File: config.mk
export PLATFORM = sky130hd
export DESIGN_NAME = qaccel_result_drain
export DESIGN_NICKNAME = d
export VERILOG_FILES = /design/src/rtl/qaccel_result_drain.sv
export SDC_FILE = /design/constraint.sdc
export NUM_CORES = 1
export LEC_CHECK = 0
export ABC_AREA = 1
export CELL_PAD_IN_SITES_DETAIL_PLACEMENT = 2
export CELL_PAD_IN_SITES_GLOBAL_PLACEMENT = 2
export CORE_UTILIZATION = 40
export CTS_CLUSTER_DIAMETER = 60
export DETAILED_ROUTE_END_ITERATION = 6
export GPL_TIMING_DRIVEN = 1
export HOLD_SLACK_MARGIN = 0.06
export PLACE_DENSITY = 0.79
export SLEW_MARGIN = 40
export SYNTH_ARGS = -nofsm -noshare
export SYNTH_HDL_FRONTEND = slang
export SYNTH_SLANG_ARGS = --single-unit
File: constraint.sdc
create_clock -name clk -period 12.2 [get_ports clk]
set_input_delay 2.44 -clock clk [delete_from_list [all_inputs] [get_ports clk]]
set_output_delay 2.44 -clock clk [all_outputs]
set_load 0.005 [all_outputs]
File: src/rtl/qaccel_result_drain.sv
// qaccel_result_drain: captures 2*DATA_WIDTH-bit accelerator results into a
// FIFO and streams each one out as BEAT_WIDTH-bit beats, LSB beat first.
// Ports:
//   clk, rst        rising-edge clock, synchronous active-high reset
//   valid_in, q_in  result capture strobe and data
//   m_valid, m_ready, m_data, m_last  beat stream (valid/ready)
//   level           FIFO occupancy, not counting the result being serialized
//   overflow        sticky drop flag, cleared by clear_overflow
//   result_count    results fully delivered (wraps)
module qaccel_result_drain #(
  parameter int unsigned DATA_WIDTH = 64,
  parameter int unsigned BEAT_WIDTH = 32,
  parameter int unsigned FIFO_DEPTH = 8
) (
  input  logic                          clk,
  input  logic                          rst,
  input  logic                          valid_in,
  input  logic [2*DATA_WIDTH-1:0]       q_in,
  output logic                          m_valid,
  input  logic                          m_ready,
  output logic [BEAT_WIDTH-1:0]         m_data,
  output logic                          m_last,
  output logic [$clog2(FIFO_DEPTH):0]   level,
  output logic                          overflow,
  input  logic                          clear_overflow,
  output logic [31:0]                   result_count
);

  localparam int unsigned QW    = 2 * DATA_WIDTH;
  localparam int unsigned BEATS = QW / BEAT_WIDTH;
  localparam int unsigned PW    = $clog2(FIFO_DEPTH);
  localparam int unsigned LW    = PW + 1;
  localparam int unsigned IW    = (BEATS > 1) ? $clog2(BEATS) : 1;

  // Parameter sanity checks at elaboration
  if ((QW % BEAT_WIDTH) != 0) begin : g_bad_beat_width
    $error("qaccel_result_drain: result width must be a multiple of BEAT_WIDTH");
  end
  if ((FIFO_DEPTH < 2) || ((FIFO_DEPTH & (FIFO_DEPTH - 1)) != 0)) begin : g_bad_depth
    $error("qaccel_result_drain: FIFO_DEPTH must be a power of two >= 2");
  end

  typedef enum logic {IDLE, SEND} state_t;

  state_t            state_q;
  logic [QW-1:0]     mem_q [FIFO_DEPTH];
  logic [PW-1:0]     wr_ptr_q, rd_ptr_q;
  logic [LW-1:0]     level_q, level_d;
  logic [QW-1:0]     shift_q;
  logic [IW-1:0]     beat_idx_q;
  logic              m_valid_q, m_last_q;
  logic              overflow_q, overflow_d;
  logic [31:0]       count_q;

  logic full_c, push_c, hs_c, last_hs_c, pop_c;

  // Push/pop decisions use registered level only; no bypass when full
  always_comb begin
    full_c     = (level_q == LW'(FIFO_DEPTH));
    push_c     = valid_in & ~full_c;
    hs_c       = m_valid_q & m_ready;
    last_hs_c  = hs_c & m_last_q;
    pop_c      = (level_q != '0) && ((state_q == IDLE) || last_hs_c);
    level_d    = level_q + LW'(push_c) - LW'(pop_c);
    // Set wins over clear so a drop in the clearing cycle is not lost
    overflow_d = (valid_in & full_c) ? 1'b1 :
                 (clear_overflow ? 1'b0 : overflow_q);
  end

  // Result storage; contents need no reset since pointers gate all reads
  always_ff @(posedge clk) begin
    if (push_c) mem_q[wr_ptr_q] <= q_in;
  end

  // Pointers, flags, and serializer FSM
  always_ff @(posedge clk) begin
    if (rst) begin
      state_q    <= IDLE;
      wr_ptr_q   <= '0;
      rd_ptr_q   <= '0;
      level_q    <= '0;
      shift_q    <= '0;
      beat_idx_q <= '0;
      m_valid_q  <= 1'b0;
      m_last_q   <= 1'b0;
      overflow_q <= 1'b0;
      count_q    <= '0;
    end else begin
      level_q    <= level_d;
      overflow_q <= overflow_d;
      if (push_c) wr_ptr_q <= wr_ptr_q + PW'(1);
      if (pop_c)  rd_ptr_q <= rd_ptr_q + PW'(1);

      case (state_q)
        IDLE: begin
          if (pop_c) begin
            shift_q    <= mem_q[rd_ptr_q];
            beat_idx_q <= '0;
            m_valid_q  <= 1'b1;
            m_last_q   <= (BEATS == 1);
            state_q    <= SEND;
          end
        end
        SEND: begin
          if (hs_c) begin
            if (!m_last_q) begin
              shift_q    <= shift_q >> BEAT_WIDTH;
              beat_idx_q <= beat_idx_q + IW'(1);
              m_last_q   <= (beat_idx_q == IW'(BEATS - 2));
            end else begin
              count_q <= count_q + 32'd1;
              // Back-to-back reload keeps the beat stream bubble-free
              if (pop_c) begin
                shift_q    <= mem_q[rd_ptr_q];
                beat_idx_q <= '0;
                m_last_q   <= (BEATS == 1);
              end else begin
                m_valid_q <= 1'b0;
                m_last_q  <= 1'b0;
                state_q   <= IDLE;
              end
            end
          end
        end
        default: state_q <= IDLE;
      endcase
    end
  end

  assign m_valid      = m_valid_q;
  assign m_data       = shift_q[BEAT_WIDTH-1:0];
  assign m_last       = m_last_q;
  assign level        = level_q;
  assign overflow     = overflow_q;
  assign result_count = count_q;

endmodule

== Yosys cells after proc, flatten, opt, wreduce, memory -nomap -nowiden ==
Memories as Yosys holds them, arrays and structs flattened. A register that Yosys moved wholly into a read port is not among the register bits.
Index checks and enable logic that the tools add are counted.
Word-level totals
  bits in registers: 176
  RAM bits: 1024
  input port bits: 133
  output and inout port bits: 71
  word-level logic and storage cells: 63
  memories: 1
Memory list
  mem_q: depth 8, bits a word 128, rd ports 1, clocked after memory_dff 1, wr ports 1, line 46  | logic [QW-1:0] mem_q [FIFO_DEPTH];
Operators by class
  add/sub/neg operators: 6
  equal/unequal tests: 6
  mux-type cells: 27
  bitwise gates (word level): 6
  reduce and logical (&&, ||, !) cells: 7
Operators with widths (number)
  2-to-1 mux 128 bit: 3
  case mux 128 bit (2 select lines): 1
  adder 32 x 1 -> 32 bit, second input constant: 1
  2-to-1 mux 1 bit: 14
  adder 3 x 1 -> 3 bit, second input constant: 2
  2-to-1 mux 2 bit: 3
  2-to-1 mux 3 bit: 2
  case mux 1 bit (2 select lines): 3
  adder 4 x 1 -> 4 bit: 1
  AND 1 bit: 4
  equality test 4 bit, second input constant: 1
  != test 2 x 1 -> 1 bit, second input constant: 2
  != test 2 bit, second input constant: 2
  case mux 2 bit (2 select lines): 1
  AND reduction 4 bit: 1
  nonzero test 4 bit: 1
  subtractor 4 x 1 -> 4 bit: 1
  AND reduction 3 bit: 1
  adder 2 x 1 -> 2 bit, second input constant: 1
  equality test 2 bit, second input constant: 1
  NOT 1 bit: 2
  AND reduction 2 bit: 1
  nonzero test 2 bit: 1
  logical AND 1 bit: 1
  logical OR 1 bit: 1

== Longest topological paths before layout ==
  word-level depth: 8
  mapped depth: 13
  mapped depth without buffers: 12

== Worst setup path after synthesis ==
No wires, ideal clock.
  path type: input to register
  start point: in valid_in
  end point: mem mem_q[0][0] (netlist bit), enable pin
  library setup time: 617 ps
  data arrival time: 8075 ps
  required time: 11583 ps
  setup slack: 3508 ps
  stages on the path: 4
  buffers on the path: 0
  cell sequence: nand2_1 inv_1 nand2_1 nor2_1
On the way
  word-level cells in the longest chain between the ends: 3
RTL lines
  from (decl): line 17  | input logic valid_in,
  AND 1 bit: line 60  | push_c = valid_in & ~full_c;
  2-to-1 mux 1 bit: line 72  | if (push_c) mem_q[wr_ptr_q] <= q_in;
  2-to-1 mux 1 bit (not written as such): line 72
  to (decl): line 46
No other way between the ends.

== Final worst setup path ==
  start point: in m_ready
  end point: reg shift_q[98]
On the way
  word-level cells in the longest chain between the ends: 8
  elaborated cells on any way between the ends: 9
  classes of those cells: eq/ne (1); mux (4); bitwise (2); reduce/logical (2)
RTL lines
  from (decl): line 20  | input logic m_ready,
  AND 1 bit (*): line 61  | hs_c = m_valid_q & m_ready;
  AND 1 bit: line 62  | last_hs_c = hs_c & m_last_q;
  logical OR 1 bit: line 63  | pop_c = (level_q != '0) && ((state_q == IDLE) || last_hs_c);
  logical AND 1 bit: line 63
  2-to-1 mux 128 bit (3 in series)
  case mux 128 bit (2 select lines)
  to (signal assigned): line 97  | shift_q <= mem_q[rd_ptr_q];
  to (signal assigned): line 107  | shift_q <= shift_q >> BEAT_WIDTH;
  to (signal assigned): line 114  | shift_q <= mem_q[rd_ptr_q];
  to (decl): line 49  | logic [QW-1:0] shift_q;
Every way passes the cells marked *; elsewhere a longest branch is shown, timed or not. The select of a mux whose other input is x is not followed.
A chain may end at the register's enable or synchronous reset.

==> insert_results.sql <==
INSERT INTO impl_metrics (metric_group, metric, value, unit) VALUES
('setup_path', 'r2r-start', 'm_valid', ''),
('clocking', 'worst_setup_hold_path_clk_slew', '0.06', 'ns'),
('sta', 'setup_repair_after_global_routing_missed_its_margin', 'no', ''),
('grt', 'largest_net_degree_at_the_start_of_global_routing', '205', ''),
('setup_path', 'cp_common_cell', 'sky130_fd_sc_hd__nand2_2', ''),
('setup_path', 'critPathLaunch', 'm_ready', ''),
('routing', 'final_antenna_net_count', '0', ''),
('clocking', 'cts_repair_resize_count', '0', ''),
('min_path', 'whs_path_depth', '1', ''),
('clocking', 'cts_max_path_buffers', '3', ''),
('status', 'status', 'complete, no violations', ''),
('setup_path', 'crit_type', 'input port to register', ''),
('sta', 'finalCriticalPeriod', '6.06', 'ns'),
('routing', 'detail_route.wirelength', '172', 'mm'),
('grt', 'global_route.overflow_total', '0', ''),
('setup_path', 'worstPathMaxFanout', '63', ''),
('min_path', 'worstHoldStart', 'rd_ptr_q[2]', ''),
('routing', 'detail_route.drc_violations', '0', ''),
('sta', 'final_max_slew_viol_count', '0', ''),
('clocking', 'postCtsSetupRepairBufs', '0', ''),
('setup_path', 'critPathLaunchType', 'input port', ''),
('routing', 'detailedRoute.firstIterationViolations', '2422', ''),
('setup_path', 'critical_path.cell_chain', 'clkdlybuf4s50_1 -> nand2_2 -> nand2_4 -> nand2_2 -> nor2_8 -> buf_4 -> buf_6 -> nand3_1 -> a21oi_1', ''),
('sta', 'final.hold.worst_slack', '0.453', 'ns'),
('clocking', 'tritoncts', 'done', ''),
('cells_and_area', 'nFillCells', '12400', ''),
('clocking', 'cts_max_level', '4', ''),
('setup_path', 'r2r.worst_path.cells', '8', ''),
('clocking', 'cts_hold_buffers', '0', ''),
('die', 'width_of_the_die', '355', 'µm'),
('sta', 'tightestPinTransition', '0.896', 'ns'),
('synth', 'postSynth.asyncResetShare', '0', '%'),
('grt', 'antenna_violations_before_repair', '21', ''),
('setup_path', 'worst-r2r-setup-slack', '8.01', 'ns'),
('die', 'core', '124000', 'µm²'),
('clocking', 'clkLatencyLatePin', '0.75', 'ns'),
('setup_path', 'critical_path_buf_inv_count', '3', ''),
('synth', 'post_synth_instance_area', '49900', 'µm²'),
('power_and_ir_drop', 'vdd_drop_max', '142', 'µV'),
('setup_path', 'crit-reg2reg-capture', 'shift_q[98]', ''),
('sta', 'fin_skew', '0.0202', 'ns'),
('place', 'io_buffer_count', '203', ''),
('sta', 'hold_viol', '0', ''),
('setup_path', 'critical_path.endpoint_type', 'register', ''),
('setup_path', 'cp.depth', '9', ''),
('cells_and_area', 'synthToLayoutAreaGrowth', '15.3', '%'),
('synth', 'syn-num-nets', '4722', ''),
('setup_path', 'timing.critical_path.max_delay_family', 'simple AND/OR/NAND/NOR gates', ''),
('setup_path', 'worst_ep_required_time', '12.85', 'ns'),
('setup_path', 'worst_ep_arrival_time', '6.71', 'ns'),
('die', 'floorplan.initialDensity', '40.4', '%'),
('grt', 'grt_first_pass_wirelength', '256', 'mm'),
('clocking', 'cts.root.buffer_cell', 'sky130_fd_sc_hd__clkbuf_16', ''),
('die', 'fp-row-count', '129', ''),
('synth', 'synthesis.area_per_instance', '10.9', 'µm²'),
('power_and_ir_drop', 'post-layout-total-power', '12.8', 'mW'),
('clocking', 'number_of_buffers_created_by_cts', '142', ''),
('routing', 'drt-vias-per-instance', '5.54', ''),
('routing', 'wire_per_inst', '26.6', 'µm'),
('grt', 'grt_pass1_vias', '39600', ''),
('die', 'die-area', '126000', 'µm²'),
('die', 'pin_count', '204', ''),
('synth', 'synth_seq_area_share', '68.8', '%'),
('setup_path', 'critPathMaxStageDelay', '0.70', 'ns'),
('routing', 'drt_pass1_iterations', '5', ''),
('synth', 'synth.ff_latch_count', '1203', ''),
('synth', 'ys.flop_type', 'sky130_fd_sc_hd__edfxtp_1', ''),
('sta', 'fin_tns_setup', '0', 'ns'),
('power_and_ir_drop', 'power.leakage', '20.8', 'nW'),
('grt', 'globalRouteTotalUtil', '27.1', '%'),
('cells_and_area', 'layout-drive-gt1-share', '6.52', '%');
[layout make-up]
class,count,area (µm²),share of cell area [%]
timing repair buffer,262,2850,4.95
antenna,5,12.5,0.0217
multi-input combinational,2678,12300,21.3
clock inverter,64,568,0.987
clock buffer,198,3890,6.76
tap,1637,2050,3.56
sequential,1203,34300,59.7
inverter,399,1540,2.68
[report_power, final]
part           switching, mW  leakage [nW]  total [mW]  internal (mW)
clock network           1.75          2.16        4.11           2.37
registers              0.313          10.8        5.16           4.85
logic                   2.53          7.87        3.51          0.980
total                   4.59          20.8        12.8           8.20
[cell usage after synthesis, types with 2 or more instances]
cell                       count  area [µm²]
sky130_fd_sc_hd__a21boi_0      3        22.5
sky130_fd_sc_hd__a21boi_1     25         188
sky130_fd_sc_hd__a21oi_1     160         801
sky130_fd_sc_hd__a21oi_2      18         158
sky130_fd_sc_hd__and3_1        2        12.5
sky130_fd_sc_hd__buf_1        28         105
sky130_fd_sc_hd__buf_2        76         380
sky130_fd_sc_hd__buf_4        45         338
sky130_fd_sc_hd__buf_6        53         597
sky130_fd_sc_hd__buf_8         3        45.0
sky130_fd_sc_hd__clkbuf_1     92         345
sky130_fd_sc_hd__dfxtp_1     179        3580
sky130_fd_sc_hd__edfxtp_1   1024       30700
sky130_fd_sc_hd__ha_1         10         125
sky130_fd_sc_hd__inv_1       392        1470
sky130_fd_sc_hd__inv_2         5        18.8
sky130_fd_sc_hd__nand2_1    1041        3910
sky130_fd_sc_hd__nand2_2       4        25.0
sky130_fd_sc_hd__nand2_4       2        22.5
sky130_fd_sc_hd__nand3_1     507        2540
sky130_fd_sc_hd__nand3_2       2        20.0
sky130_fd_sc_hd__nand3b_1     10        75.1
sky130_fd_sc_hd__nand4_1       2        12.5
sky130_fd_sc_hd__nor2_1      433        1630
sky130_fd_sc_hd__nor2_2        5        31.3
sky130_fd_sc_hd__nor2_4        3        33.8
sky130_fd_sc_hd__nor3_1        4        20.0
sky130_fd_sc_hd__o211ai_1    120         901
sky130_fd_sc_hd__o21a_1        2        15.0
sky130_fd_sc_hd__o21ai_0     237        1190
sky130_fd_sc_hd__o21ai_1      76         380
sky130_fd_sc_hd__o22ai_1       2        12.5
sky130_fd_sc_hd__xnor2_1       2        17.5
[layer usage]
layer | share of wire, % | routed length [µm] | vias to the layer above | GRT usage [%]
met1 | 41 | 70100 | 18700 | 33.2
met2 | 52 | 89200 | 858 | 48.1
li1 | - | - | 15800 | -
met3 | 4.2 | 7290 | 326 | 4.14
met5 | 0.094 | 161 | - | 0
met4 | 2.9 | 5060 | 22 | 9.75
[worst max-delay path by stage]
| stage | endpoint | slack [ns] |
|---|---|---|
| global placement | shift_q[31] | 5.20 |
| detailed placement | shift_q[31] | 5.42 |
| CTS | shift_q[98] | 6.20 |
| floorplan | mem_q[0][0] | 3.51 |
| finish | shift_q[98] | 6.14 |
| global route | shift_q[98] | 5.99 |
[registers in the layout (all words and copies together), names as in the netlist, named ones only]
register      flops
overflow          1
beat_idx_q        2
shift_q         128
mem_q          1024
level             4
m_valid           1
wr_ptr_q          3
result_count     32
rd_ptr_q          3
m_last            1
state_q           1
[worst register-to-register path, delay by kind of cell (launching register included)]
family / cells / cell delay, ns
and+or+nand+nor: 5 / 2.26
AOI/OAI and AO/OA: 1 / 0.23
DFF: 1 / 0.36
buffers and inverters: 2 / 1.23
[cells in the final DEF, fill, tap and decap left out, types with 4 or more instances in the layout]
master                               n
sky130_fd_sc_hd__a21boi_1           25
sky130_fd_sc_hd__buf_4              23
sky130_fd_sc_hd__o211ai_1          120
sky130_fd_sc_hd__clkbuf_1           47
sky130_fd_sc_hd__clkbuf_16         145
sky130_fd_sc_hd__nor2_2              5
sky130_fd_sc_hd__buf_6              17
sky130_fd_sc_hd__o21ai_1            76
sky130_fd_sc_hd__clkinvlp_4          5
sky130_fd_sc_hd__clkinv_8            4
sky130_fd_sc_hd__clkbuf_8            6
sky130_fd_sc_hd__dfxtp_1           176
sky130_fd_sc_hd__nor2_1            425
sky130_fd_sc_hd__o21ai_0           237
sky130_fd_sc_hd__ha_1               10
sky130_fd_sc_hd__diode_2             5
sky130_fd_sc_hd__nor2_4             11
sky130_fd_sc_hd__clkinv_2           19
sky130_fd_sc_hd__nand2_1          1041
sky130_fd_sc_hd__edfxtp_1         1024
sky130_fd_sc_hd__nand2_2             4
sky130_fd_sc_hd__bufinv_16           6
sky130_fd_sc_hd__clkinv_1           19
sky130_fd_sc_hd__nor3_1              4
sky130_fd_sc_hd__a21oi_2            18
sky130_fd_sc_hd__buf_12              7
sky130_fd_sc_hd__inv_1             390
sky130_fd_sc_hd__inv_6               8
sky130_fd_sc_hd__nand3_1           507
sky130_fd_sc_hd__nand3b_1           10
sky130_fd_sc_hd__clkdlybuf4s50_1   202
sky130_fd_sc_hd__inv_2               4
sky130_fd_sc_hd__a21oi_1           160
sky130_fd_sc_hd__buf_16             10
[per-stage QoR]
| stage | worst slack (ns) | cell area [µm²] | util (%) | std cells |
|---|---|---|---|---|
| after global routing | 5.99 | 57500 | 46.5 | 6445 |
| after global placement | 5.20 | 52600 | 42.6 | 6163 |
| after detailed placement | 5.42 | 52900 | 42.8 | 6174 |
| after CTS | 6.20 | 57400 | 46.4 | 6436 |
| final | 6.14 | 57500 | 46.5 | 6446 |
| after floorplan | 3.51 | 49900 | - | 4578 |
[cell families after synthesis]
family	synth area share, %
adders and majority gates	0.291
xor gates and xnor gates	0.0527
and+or+nand+nor	16.7
DFF	68.8
AOI/OAI and AO/OA	7.41
buffers and inverters	6.69
Power figures use the tool's default switching activity.
